File: src/rtl/uart_pkg.sv
// Shared UART arbiter definitions: FSM encodings, default watchdog
// limit and a constant-friendly clog2.
package uart_pkg;

   typedef enum logic [1:0] {
      ST_IDLE   = 2'd0,
      ST_LAUNCH = 2'd1,
      ST_BUSY   = 2'd2
   } state_t;

   localparam int TIMEOUT_DEF = 512;

   function automatic int clog2(input int v);
      int r;
      r = 0;
      for (int i = 0; i < 32; i++)
         if ((1 << r) < v) r++;
      return r;
   endfunction

endpackage

File: src/rtl/uart_tx_arb_if.sv
// Request handshake plus transmitter launch/done signals
// shared between the producers, the arbiter and the UART.
interface uart_tx_arb_if #(
   parameter int NUM_REQ = 4
);
   logic [NUM_REQ-1:0]   req_valid;
   logic [8*NUM_REQ-1:0] req_data;
   logic [NUM_REQ-1:0]   req_ready;
   logic                 tx_start;
   logic [7:0]           tx_data;
   logic                 tx_done;

   modport master (
      output req_valid, req_data, tx_done,
      input  req_ready, tx_start, tx_data
   );

   modport slave (
      input  req_valid, req_data, tx_done,
      output req_ready, tx_start, tx_data
   );
endinterface

File: src/rtl/rr_pick.sv
// Combinational round-robin picker: first set request at or
// after the pointer, wrapping around.
module rr_pick
   import uart_pkg::*;
#(
   parameter  int NUM_REQ = 4,
   localparam int IDW     = clog2(NUM_REQ)
) (
   input  logic [NUM_REQ-1:0] req,
   input  logic [IDW-1:0]     ptr,
   output logic               any,
   output logic [IDW-1:0]     idx
);

   int j;

   // Scan from the far end so the closest slot to ptr wins.
   always_comb begin
      any = |req;
      idx = '0;
      j   = 0;
      for (int k = NUM_REQ - 1; k >= 0; k--) begin
         j = int'(ptr) + k;
         if (j > NUM_REQ - 1) j = j - NUM_REQ;
         if (req[j]) idx = IDW'(j);
      end
   end

endmodule

File: src/rtl/uart_tx_arb.sv
// Round-robin sequencer sharing one UART transmitter between
// several byte producers, with a watchdog on tx_done.
module uart_tx_arb
   import uart_pkg::*;
#(
   parameter  int NUM_REQ     = 4,
   parameter  int TIMEOUT_CYC = TIMEOUT_DEF,
   localparam int IDW         = clog2(NUM_REQ)
) (
   input  logic           clk,
   input  logic           rst_n,
   uart_tx_arb_if.slave   bus,
   output logic           busy,
   output logic           xfer_done,
   output logic [IDW-1:0] xfer_id,
   output logic           timeout_err
);

   localparam int TOW = clog2(TIMEOUT_CYC);
   localparam logic [TOW-1:0] WD_LAST = TOW'(TIMEOUT_CYC - 1);
   localparam logic [IDW-1:0] ID_LAST = IDW'(NUM_REQ - 1);

   state_t         state;
   logic [IDW-1:0] ptr;
   logic [IDW-1:0] nxt_ptr;
   logic [TOW-1:0] wd_cnt;
   logic           pick_any;
   logic [IDW-1:0] pick_idx;

   rr_pick #(.NUM_REQ(NUM_REQ)) u_pick (
      .req (bus.req_valid),
      .ptr (ptr),
      .any (pick_any),
      .idx (pick_idx)
   );

   assign nxt_ptr = (xfer_id == ID_LAST) ? '0 : xfer_id + 1'b1;

   always_ff @(posedge clk) begin
      if (!rst_n) begin
         state         <= ST_IDLE;
         ptr           <= '0;
         wd_cnt        <= '0;
         bus.tx_start  <= 1'b0;
         bus.tx_data   <= '0;
         bus.req_ready <= '0;
         busy          <= 1'b0;
         xfer_done     <= 1'b0;
         xfer_id       <= '0;
         timeout_err   <= 1'b0;
      end else begin
         xfer_done   <= 1'b0;
         timeout_err <= 1'b0;
         unique case (state)
            ST_IDLE: begin
               if (pick_any) begin
                  bus.tx_data   <= bus.req_data[8*pick_idx +: 8];
                  bus.req_ready <= NUM_REQ'(1) << pick_idx;
                  bus.tx_start  <= 1'b1;
                  xfer_id       <= pick_idx;
                  busy          <= 1'b1;
                  state         <= ST_LAUNCH;
               end
            end
            ST_LAUNCH: begin
               bus.tx_start  <= 1'b0;
               bus.req_ready <= '0;
               wd_cnt        <= '0;
               state         <= ST_BUSY;
            end
            ST_BUSY: begin
               wd_cnt <= wd_cnt + 1'b1;
               // A done on the expiry cycle still counts as success.
               if (bus.tx_done) begin
                  xfer_done <= 1'b1;
                  busy      <= 1'b0;
                  ptr       <= nxt_ptr;
                  state     <= ST_IDLE;
               end else if (wd_cnt == WD_LAST) begin
                  timeout_err <= 1'b1;
                  busy        <= 1'b0;
                  ptr         <= nxt_ptr;
                  state       <= ST_IDLE;
               end
            end
            default: state <= ST_IDLE;
         endcase
      end
   end

endmodule

File: src/flat_wrapper.sv
// flat-port wrapper written by rule: the top's interface ports become plain ports
module uart_tx_arb_flat import uart_pkg::*;
#(
   parameter  int NUM_REQ     = 4,
   parameter  int TIMEOUT_CYC = TIMEOUT_DEF,
   localparam int IDW         = clog2(NUM_REQ)
)
  (clk, rst_n, busy, xfer_done, xfer_id, timeout_err, bus_req_valid, bus_req_data, bus_tx_done, bus_req_ready, bus_tx_start, bus_tx_data);
  uart_tx_arb_if #(.NUM_REQ(NUM_REQ)) bus_i ();
  input  logic clk;
  input  logic rst_n;
  output logic busy;
  output logic xfer_done;
  output logic [IDW-1:0] xfer_id;
  output logic timeout_err;
  input wire logic [$bits(bus_i.req_valid)-1:0] bus_req_valid;
  input wire logic [$bits(bus_i.req_data)-1:0] bus_req_data;
  input wire logic [$bits(bus_i.tx_done)-1:0] bus_tx_done;
  output wire logic [$bits(bus_i.req_ready)-1:0] bus_req_ready;
  output wire logic [$bits(bus_i.tx_start)-1:0] bus_tx_start;
  output wire logic [$bits(bus_i.tx_data)-1:0] bus_tx_data;
  assign bus_i.req_valid = bus_req_valid;
  assign bus_i.req_data = bus_req_data;
  assign bus_i.tx_done = bus_tx_done;
  assign bus_req_ready = bus_i.req_ready;
  assign bus_tx_start = bus_i.tx_start;
  assign bus_tx_data = bus_i.tx_data;
  uart_tx_arb #(.NUM_REQ(NUM_REQ), .TIMEOUT_CYC(TIMEOUT_CYC)) u_core (.clk(clk), .rst_n(rst_n), .bus(bus_i), .busy(busy), .xfer_done(xfer_done), .xfer_id(xfer_id), .timeout_err(timeout_err));
endmodule
File: config.mk
export PLATFORM = sky130hd
export DESIGN_NAME = uart_tx_arb_flat
export DESIGN_NICKNAME = d
export VERILOG_FILES = /design/src/rtl/uart_pkg.sv /design/src/rtl/uart_tx_arb_if.sv /design/src/rtl/rr_pick.sv /design/src/rtl/uart_tx_arb.sv /design/src/flat_wrapper.sv
export SDC_FILE = /design/constraint.sdc
export NUM_CORES = 1
export LEC_CHECK = 0
export BUFFER_PORTS_ARGS = -buffer_cell sky130_fd_sc_hd__clkbuf_2
export CAP_MARGIN = 20
export CORE_ASPECT_RATIO = 0.7
export CORE_MARGIN = 4
export CORE_UTILIZATION = 34
export CTS_CLUSTER_SIZE = 40
export DETAILED_ROUTE_END_ITERATION = 10
export PLACE_DENSITY_LB_ADDON = 0.15
export SLEW_MARGIN = 5
export SYNTH_ARGS = -nofsm -noshare
export SYNTH_HDL_FRONTEND = slang
export SYNTH_SLANG_ARGS = --single-unit
export TNS_END_PERCENT = 30
File: constraint.sdc
create_clock -name clk -period 2.2 [get_ports clk]
set_input_delay 0.33 -clock clk [delete_from_list [all_inputs] [get_ports clk]]
set_output_delay 0.33 -clock clk [all_outputs]
set_load 0.02 [all_outputs]
### Word level (Yosys, flattened, before mapping)

Index checks and enable logic that the tools add are counted.
W data, S select, Z words.

* order comparisons: 8
* mux-type cells: 37
* equal/unequal tests: 6
* shifts and indexed selects: 2
* reduce and logical (&&, ||, !) cells: 13
* $add $sub $neg: 9
* bitwise operators: 2

Operators by type and width (number)
* $lt A32 B4 Y1 const B: 4
* $mux W32: 4
* $shiftx A32 B6 Y8: 1
* $mux W2: 10
* $pmux W9 S2: 1
* $mux W1: 13
* $sub A3 B3 Y4 const B: 3
* $reduce_and A2 Y1: 5
* $add A9 B1 Y9 const B: 1
* $eq A9 B9 Y1 const B: 1
* $gt A3 B2 Y1 const B: 3
* $bmux W1 S2: 4
* $pmux W4 S2: 1
* $reduce_bool A2 Y1: 4
* $add A2 B2 Y3 const B: 2
* $pmux W2 S3: 1
* $eq A2 B2 Y1 const B: 2
* $mux W4: 1
* $pmux W1 S2: 2
* $reduce_or A4 Y1: 1
* $shl A1 B2 Y4 const A: 1
* $sub A2 B3 Y4 const B: 1
* $add A2 B1 Y3 const B: 1
* $ne A3 B2 Y1 const B: 1
* 8 further kinds: 9

* bits of input ports: 39
* word-level logic and storage cells: 87
* output and inout port bits: 18
* register bits: 31

### Depth between registers and ports, before layout

Gate-level depths: netlist of the first run.

* depth after elaboration: 13
* mapped depth: 8

### By module

A second synthesis of the first run with hierarchy kept.

* cell total of the unflattened synthesis: 181
* area total of the unflattened synthesis: 1689.1 um^2

Modules (own cells, without submodules)
* uart_tx_arb: times used 1, area each 1611.5 um^2, cells an instance 168
* rr_pick: times used 1, area each 77.6 um^2, cells an instance 13

### Worst setup path before layout of the first run

No wires, ideal clock.

* kind: register to register
* start: reg u_core.state[1]
* end: reg u_core.wd_cnt[2]
* path buffers: 1
* cell stages (with the launch flop): 7
* slack: 0.624 ns
* arrival time: 1.440 ns
* period minus slack after synthesis: 1.576 ns
* cell sequence: dfxtp_1 inv_1 ha_1 clkbuf_1 inv_1 o21ai_0 nor2_1

* cells in the longest elaborated chain, start to end: 2

Ends and longest elaborated chain
* from (decl): line uart_tx_arb.sv:23 `state_t state;`
* from (signal assigned): line uart_tx_arb.sv:41 `state <= ST_IDLE;`
* from (signal assigned): line uart_tx_arb.sv:62 `state <= ST_LAUNCH;`
* from (signal assigned): line uart_tx_arb.sv:69 `state <= ST_BUSY;`
* $eq A2 B2 Y1 or $eq A2 B1 Y1 (tied branches): line uart_tx_arb.sv:54 `unique case (state)`
* $pmux W9 S2 or $reduce_bool A2 Y1 (tied branches)
* to (signal assigned): line uart_tx_arb.sv:72 `wd_cnt <= wd_cnt + 1'b1;`
* to (decl): line uart_tx_arb.sv:26 `logic [TOW-1:0] wd_cnt;`

Parallel ways exist; a longest one is shown, timed or not.
A chain may end at the register's enable or synchronous reset.

### Final worst setup path of the first run

* start: reg u_core.wd_cnt[0]
* end: reg u_core.state[1]

* cells in the longest elaborated chain, start to end: 3

Ends and longest elaborated chain
* $eq A9 B9 Y1: line uart_tx_arb.sv:79 `end else if (wd_cnt == WD_LAST) begin`
* $ne A3 B2 Y1 (no line)
* $reduce_and A2 Y1 (no line)
* to (signal assigned): line uart_tx_arb.sv:78 `state <= ST_IDLE;`
* to (signal assigned): line uart_tx_arb.sv:83 `state <= ST_IDLE;`
* to (signal assigned): line uart_tx_arb.sv:86 `default: state <= ST_IDLE;`

No other way between the ends.

==> impl_metrics.json, run 1 <==
{
  "outcome": "finished, final reports clean",
  "yosys_warnings": 0,
  "vias": 1485,
  "area_growth_pct": 24.3,
  "postCtsSetupRepairBufs": 0,
  "gp_congestion": 0.774,
  "cts_tree": "done",
  "p_seq_frac": 0.418,
  "worstPathRequired_ns": 2.38,
  "leakagePower_nw": 0.972,
  "final_area_mm2": 0.00210,
  "async_flop_share": 0,
  "multi_input_area_um2": 952,
  "drc": 0,
  "synth-edff-count": 0,
  "min_path_cells": 2,
  "p_clk_frac": 0.336,
  "start_util": 0.353,
  "drt_pre_antenna_iters": 4,
  "numCtsBuffers": 5,
  "p_sw_w": 0.000474,
  "dpl.hpwl_um": 2930,
  "period_share": 0.795,
  "seqCellArea_um2": 621,
  "r2r-start": "u_core.wd_cnt[0]",
  "placed_area_mm2": 0.00200,
  "ys_seq_area_frac": 0.367,
  "fin_nets": 282,
  "clock_path_buffers": 2,
  "start_kind": "register",
  "grt_max_degree": 22,
  "grt_pass1_vias": 1430,
  "maxSlewHeadroom": 0.741,
  "clk_pin_slew_ns": 0.07,
  "finalWirelength_um": 3990,
  "setup_slack_ns": 0.450,
  "syn-num-nets": 225,
  "pre_cts_ws_ns": 0.368,
  "gr-total-overflow": 0,
  "pwr-share-comb": 0.246,
  "io_pins": 57,
  "routed_via_density": 4.84,
  "critPathMaxFanout": 4,
  "crit_path_end_kind": "register",
  "rsz0062_at_grt": "false",
  "syn_inst": 180,
  "power.density_mw_per_mm2": 721,
  "crit_arrival_ns": 1.93,
  "die_w_um": 92.2,
  "ant_nets": 0,
  "cts_resized": 0,
  "synthesis.area_mm2": 0.00169,
  "setup_tns_ns": 0,
  "finalCriticalPeriod_ns": 1.75,
  "numClockSinks": 31,
  "intPower_w": 0.00104,
  "portBuffers": 56,
  "hp-start": "bus_tx_done",
  "fp.dieH_um": 67.0,
  "maxSlewViolCount": 0,
  "r2r_end": "u_core.state[1]",
  "dp_cells": 299,
  "cts_max_level": 2,
  "max_freq_mhz": 572,
  "ff2ff_path_depth": 8,
  "critical_path_class": "reg -> reg",
  "grt_usage": 0.136,
  "fillers": 494,
  "num_rows": 21,
  "holdCritPathClass": "in -> reg",
  "min_to": "u_core.xfer_done",
  "stdcell_count": 307,
  "p_sw_frac": 0.313,
  "ys_types": 43,
  "maxCapViolations": 0,
  "ys_ff_latch": 31,
  "rrSetupSlack_ns": 0.45,
  "antenna_found_initial": 0,
  "core_mm2": 0.00478,
  "fin_skew_ns": 0.00539,
  "hold_viol": 0,
  "peakVddDrop_mv": 0.238,
  "drt_iter0_markers": 79,
  "synth_area_per_cell_um2": 9.38,
  "root_buffer": "clkbuf_8",
  "fin_hold_ws_ns": 0.340,
  "cts_hold_buffers": 0,
  "grt_pass1_wl_um": 6640,
  "die_area_mm2": 0.00618,
  "worst_pin_slew_ns": 0.389,
  "drive_above_1_share": 0.319,
  "wire_per_inst_um": 13.0,
  "synth-main-ff-cell": "dfxtp_1",
  "setup_viol": 0,
  "diodes": 0,
  "worstSkewPairLatency_ns": 0.28
}
-- Yosys cell counts, types with 4 or more instances --
| master | instances | area [um2] |
|---|---|---|
| ha_1 | 6 | 75.1 |
| xor2_1 | 4 | 35.0 |
| nand4_1 | 5 | 31.3 |
| nand2_1 | 9 | 33.8 |
| a21oi_1 | 9 | 45.0 |
| and2_1 | 4 | 25.0 |
| o221ai_1 | 8 | 70.1 |
| dfxtp_1 | 31 | 621 |
| nor3b_1 | 4 | 30.0 |
| nand3_1 | 11 | 55.1 |
| nor2b_1 | 5 | 31.3 |
| o21ai_0 | 5 | 25.0 |
| nor2_1 | 9 | 33.8 |
| inv_1 | 7 | 26.3 |
| mux2i_1 | 18 | 180 |
-- cell type report --
type,count,share of cell area
clock inverter,1,0.00358
tap,69,0.0411
inverter,7,0.0125
clock buffer,7,0.0459
sequential,31,0.296
timing repair buffer,60,0.148
multi-input combinational,132,0.454
-- worst max-delay path: stages, from the launching register on --
cell     delay [ns]
dfxtp_1        0.35
ha_1           0.25
nand3_1        0.09
nor2_1         0.05
ha_1           0.23
nor3b_1        0.34
nor2_1         0.11
mux2i_1        0.16
nor2b_1        0.06
-- power groups by stage --
stage	clock network, W	registers [W]	logic [W]
after global placement	0	0.000647	0.000372
after global routing	0.000546	0.000638	0.000413
after detailed placement	0	0.000645	0.000374
after CTS	0.000521	0.000633	0.000376
final	0.000508	0.000634	0.000373
after floorplan	0	0.000685	0.000224
-- registers in the layout (all words and copies together), names as in the netlist, 2 cells and up --
register              count
u_core.xfer_id            2
u_core.bus.req_ready      4
u_core.wd_cnt             9
u_core.ptr                2
u_core.state              2
u_core.bus.tx_data        8
-- per-layer routing --
metal	wire, um	up-vias	track usage
met2	1590	48	0.195
met5	0	-	0
met3	252	5	0.0406
met1	2110	659	0.190
li1	-	773	-
met4	46	0	0.0500
-- logic make-up (layout without fill, tap and decap cells) --
kind of cell	Yosys count	in the layout	synth area share
fa+ha+maj	6	6	0.0444
simple gates	65	65	0.230
compound gates	39	39	0.161
buf+inv	17	75	0.0689
flops	31	31	0.367
xor+xnor	4	4	0.0207
mux	18	18	0.107
-- how the worst max path moves through the flow --
| stage | to | startpoint |
|---|---|---|
| 2_1_floorplan | u_core.wd_cnt[2] | u_core.state[1] |
| 3_3_place_gp | u_core.bus.req_ready[1] | bus_req_valid[3] |
| 3_5_place_dp | u_core.bus.req_ready[1] | bus_req_valid[3] |
| 4_1_cts | u_core.state[1] | u_core.wd_cnt[0] |
| 5_1_grt | u_core.state[1] | u_core.wd_cnt[0] |
| 6_report | u_core.state[1] | u_core.wd_cnt[0] |
-- layout by cell type (no fill, tap or decap), types with 4 or more instances in the layout --
| cell type | instances |
|---|---|
| clkbuf_2 | 56 |
| dfxtp_1 | 31 |
| mux2i_1 | 18 |
| nand3_1 | 11 |
| nand2_1 | 9 |
| nor2_1 | 9 |
| a21oi_1 | 9 |
| o221ai_1 | 8 |
| inv_1 | 7 |
| clkbuf_8 | 7 |
| ha_1 | 6 |
| o21ai_0 | 5 |
| nand4_1 | 5 |
| nor2b_1 | 5 |
| xor2_1 | 4 |
| nor3b_1 | 4 |
| and2_1 | 4 |
| buf_4 | 4 |
-- through the flow --
step / power [W] / util
2_1_floorplan: 0.000910 / -
3_3_place_gp: 0.00102 / 0.417
3_5_place_dp: 0.00102 / 0.417
4_1_cts: 0.00153 / 0.439
5_1_grt: 0.00160 / 0.439
6_report: 0.00151 / 0.439
Note: power is estimated with default switching activity, not from simulation.
==> run 2, diff against run 1 <==
- ABC_AREA: default -> 1
- clock period: 2.2 -> 1.72 ns (I/O delays scaled with it)
==> impl_metrics.json, run 2 <==
{
  "outcome": "finished, final reports clean",
  "synth-simple-area-share": 0.398,
  "num_rows": 22,
  "hp-start": "bus_tx_done",
  "die_area_mm2": 0.00688,
  "reg_top3": "u_core.wd_cnt x9, u_core.bus.tx_data x8, u_core.bus.req_ready x4",
  "dpl.hpwl_um": 3800,
  "syn-num-nets": 322,
  "cpMostUsedCell": "nor2_1",
  "critPathMaxFanout": 7,
  "ff2ff_path_depth": 13,
  "largest_register_ff_count": 9,
  "synth_xor_area_frac": 0,
  "drt_pre_antenna_iters": 4,
  "setup_viol": 0,
  "synth_area_leaders": "dfxtp_1 33%, nand2_1 11%, nor2_1 7.3%",
  "ys_types": 30,
  "regMostFlops": "u_core.wd_cnt",
  "numCtsBuffers": 5,
  "ys_ff_latch": 31,
  "fp.dieH_um": 70.6,
  "routed_via_density": 4.69,
  "area_growth_pct": 40.0,
  "crit_arrival_ns": 1.86,
  "numClockSinks": 31,
  "ys_seq_area_frac": 0.326,
  "setup_tns_ns": 0,
  "io_pins": 57,
  "fin_skew_ns": 0.00865,
  "yosys.area.top_type": "dfxtp_1",
  "clock_path_buffers": 2,
  "synth_compound_area_frac": 0.110,
  "finalCriticalPeriod_ns": 1.68,
  "maxSlewHeadroom": 0.585,
  "leakagePower_nw": 1.31,
  "peakVddDrop_mv": 0.470,
  "grt_pass1_wl_um": 8190,
  "max_freq_mhz": 595,
  "syn_inst": 277,
  "critical_path_class": "reg -> reg",
  "wire_per_inst_um": 12.2,
  "netlist.area_leader.share": 0.326,
  "layout.cells.most_common": "clkbuf_2",
  "min_to": "u_core.timeout_err",
  "rrSetupSlack_ns": 0.04,
  "drive_above_1_share": 0.394,
  "power.density_mw_per_mm2": 938,
  "synth_area_per_cell_um2": 6.87,
  "p_total_w": 0.00250,
  "yosys_warnings": 0,
  "mostFrequentLayoutCells": "56 x clkbuf_2, 46 x nand2_1, 35 x nor2_1, 33 x inv_1, 29 x dfxtp_1",
  "synth-main-ff-cell": "dfxtp_1",
  "start_util": 0.356,
  "period_share": 0.976,
  "synth_most_common_cell": "nand2_1",
  "grt_usage": 0.144,
  "min_path_cells": 2,
  "grt_pass1_vias": 1822,
  "cpPeakStageDelay_ns": 0.39,
  "cts_tree": "done",
  "cts_hold_buffers": 0,
  "worstPathRequired_ns": 1.91,
  "root_buffer": "clkbuf_8",
  "gr-total-overflow": 0,
  "worst_pin_slew_ns": 0.616,
  "synthesis.area_mm2": 0.00190,
  "vias": 2027,
  "grt_max_degree": 28,
  "core_mm2": 0.00534,
  "start_kind": "register",
  "drc": 0,
  "synth_common_cells": "55 x nand2_1, 37 x nor2_1, 34 x inv_1",
  "crit_path_end_kind": "register",
  "rsz0062_at_grt": "true",
  "async_flop_share": 0,
  "r2r_end": "u_core.bus.tx_data[0]",
  "hold_viol": 0,
  "gp_congestion": 0.916,
  "crit_path_cell_trace": "buf_12, nand2_2, nand3_1, nand2_1, inv_2, nand2_4, nand2_8, buf_12, nand2_8, nor2_2, nor2_1, nor2_1, nor2_1",
  "synth-adder-area-share": 0.0394,
  "die_w_um": 97.4,
  "cts_max_level": 2,
  "maxCapViolations": 0,
  "holdCritPathClass": "in -> reg",
  "synth_top_family_by_area": "simple AND/OR/NAND/NOR gates",
  "crit_slowest_cell": "dfxtp_4",
  "synth-edff-count": 0,
  "maxSlewViolCount": 0,
  "antenna_found_initial": 0,
  "portBuffers": 56,
  "diodes": 0,
  "finalWirelength_um": 5280,
  "drt_iter0_markers": 105,
  "synthMuxAreaShare": 0,
  "fin_nets": 404,
  "clk_pin_slew_ns": 0.07,
  "worstSkewPairLatency_ns": 0.29,
  "ant_nets": 0,
  "r2r-start": "u_core.ptr[0]"
}
[run 2: changes by cell type in the layout (fill, tap and decap cells not counted), sizes merged, moves of 5 or more]
cell,change
o221ai,-8
mux2i,-18
buf,+21
inv,+31
a21boi,-7
nand3,+19
a21oi,+7
nor2b,-5
o21ai,+7
nand2,+53
nor2,+40
[run 2: critical path: cells and delay by family, from the launching register on]
| family | cells | cell delay [ns] |
|---|---|---|
| flops | 1 | 0.39 |
| simple gates | 10 | 0.83 |
| buf+inv | 3 | 0.35 |
[run 2: how the worst max path moves through the flow]
stage / start / depth (start not counted) / end
floorplan: u_core.ptr[0] / 14 / u_core.bus.tx_data[1]
global placement: u_core.ptr[0] / 11 / u_core.bus.tx_data[0]
detailed placement: u_core.ptr[0] / 13 / u_core.bus.tx_data[0]
CTS: u_core.state[0] / 11 / u_core.wd_cnt[7]
global route: u_core.state[0] / 11 / u_core.wd_cnt[7]
finish: u_core.ptr[0] / 13 / u_core.bus.tx_data[0]
[run 2: what timing repair did]
item	in CTS	in global routing
cloned	0	3
pin swaps	0	15
buffers inserted	0	4
resized for setup	1	38
endpoints found under the setup margin	12	18
[run 2: area by class of cell]
class	instances	area, um2
clock inverter	3	20.0
tap	72	90.1
inverter	39	151
timing repair buffer	81	529
fill	560	2680
multi-input combinational	201	1180
sequential	31	626
clock buffer	5	68.8
[run 2: logic make-up after synthesis]
family,after synthesis
buffers and inverters,47
AND/OR/NAND/NOR,156
flip-flops,31
AO/OA/AOI/OAI,37
adder cells (fa/ha/maj),6
[run 2: per-layer routing]
metal | wire [um] | global-route usage | part of all wire | vias up
met5 | 0 | 0 | 0 | -
met4 | 42 | 0.0369 | 0.0080 | 0
met3 | 278 | 0.0394 | 0.053 | 4
met2 | 2210 | 0.212 | 0.42 | 49
met1 | 2750 | 0.209 | 0.52 | 914
li1 | - | - | - | 1060
[run 2: per-stage QoR]
stage	setup slack (ns)	util	area, um2	std cells	hold slack [ns]
after floorplan	0.171	-	1900	277	0.337
after global placement	-0.114	0.437	2330	417	0.457
after detailed placement	-0.0981	0.437	2330	417	0.460
after CTS	0.0293	0.454	2420	425	0.158
after global routing	-0.0623	0.499	2660	432	0.186
final	0.0407	0.499	2660	432	0.169
[run 2: power by group]
part | internal (W) | switching, W
registers | 0.000803 | 0.0000536
clock network | 0.000281 | 0.000307
logic | 0.000422 | 0.000632
total | 0.00151 | 0.000992
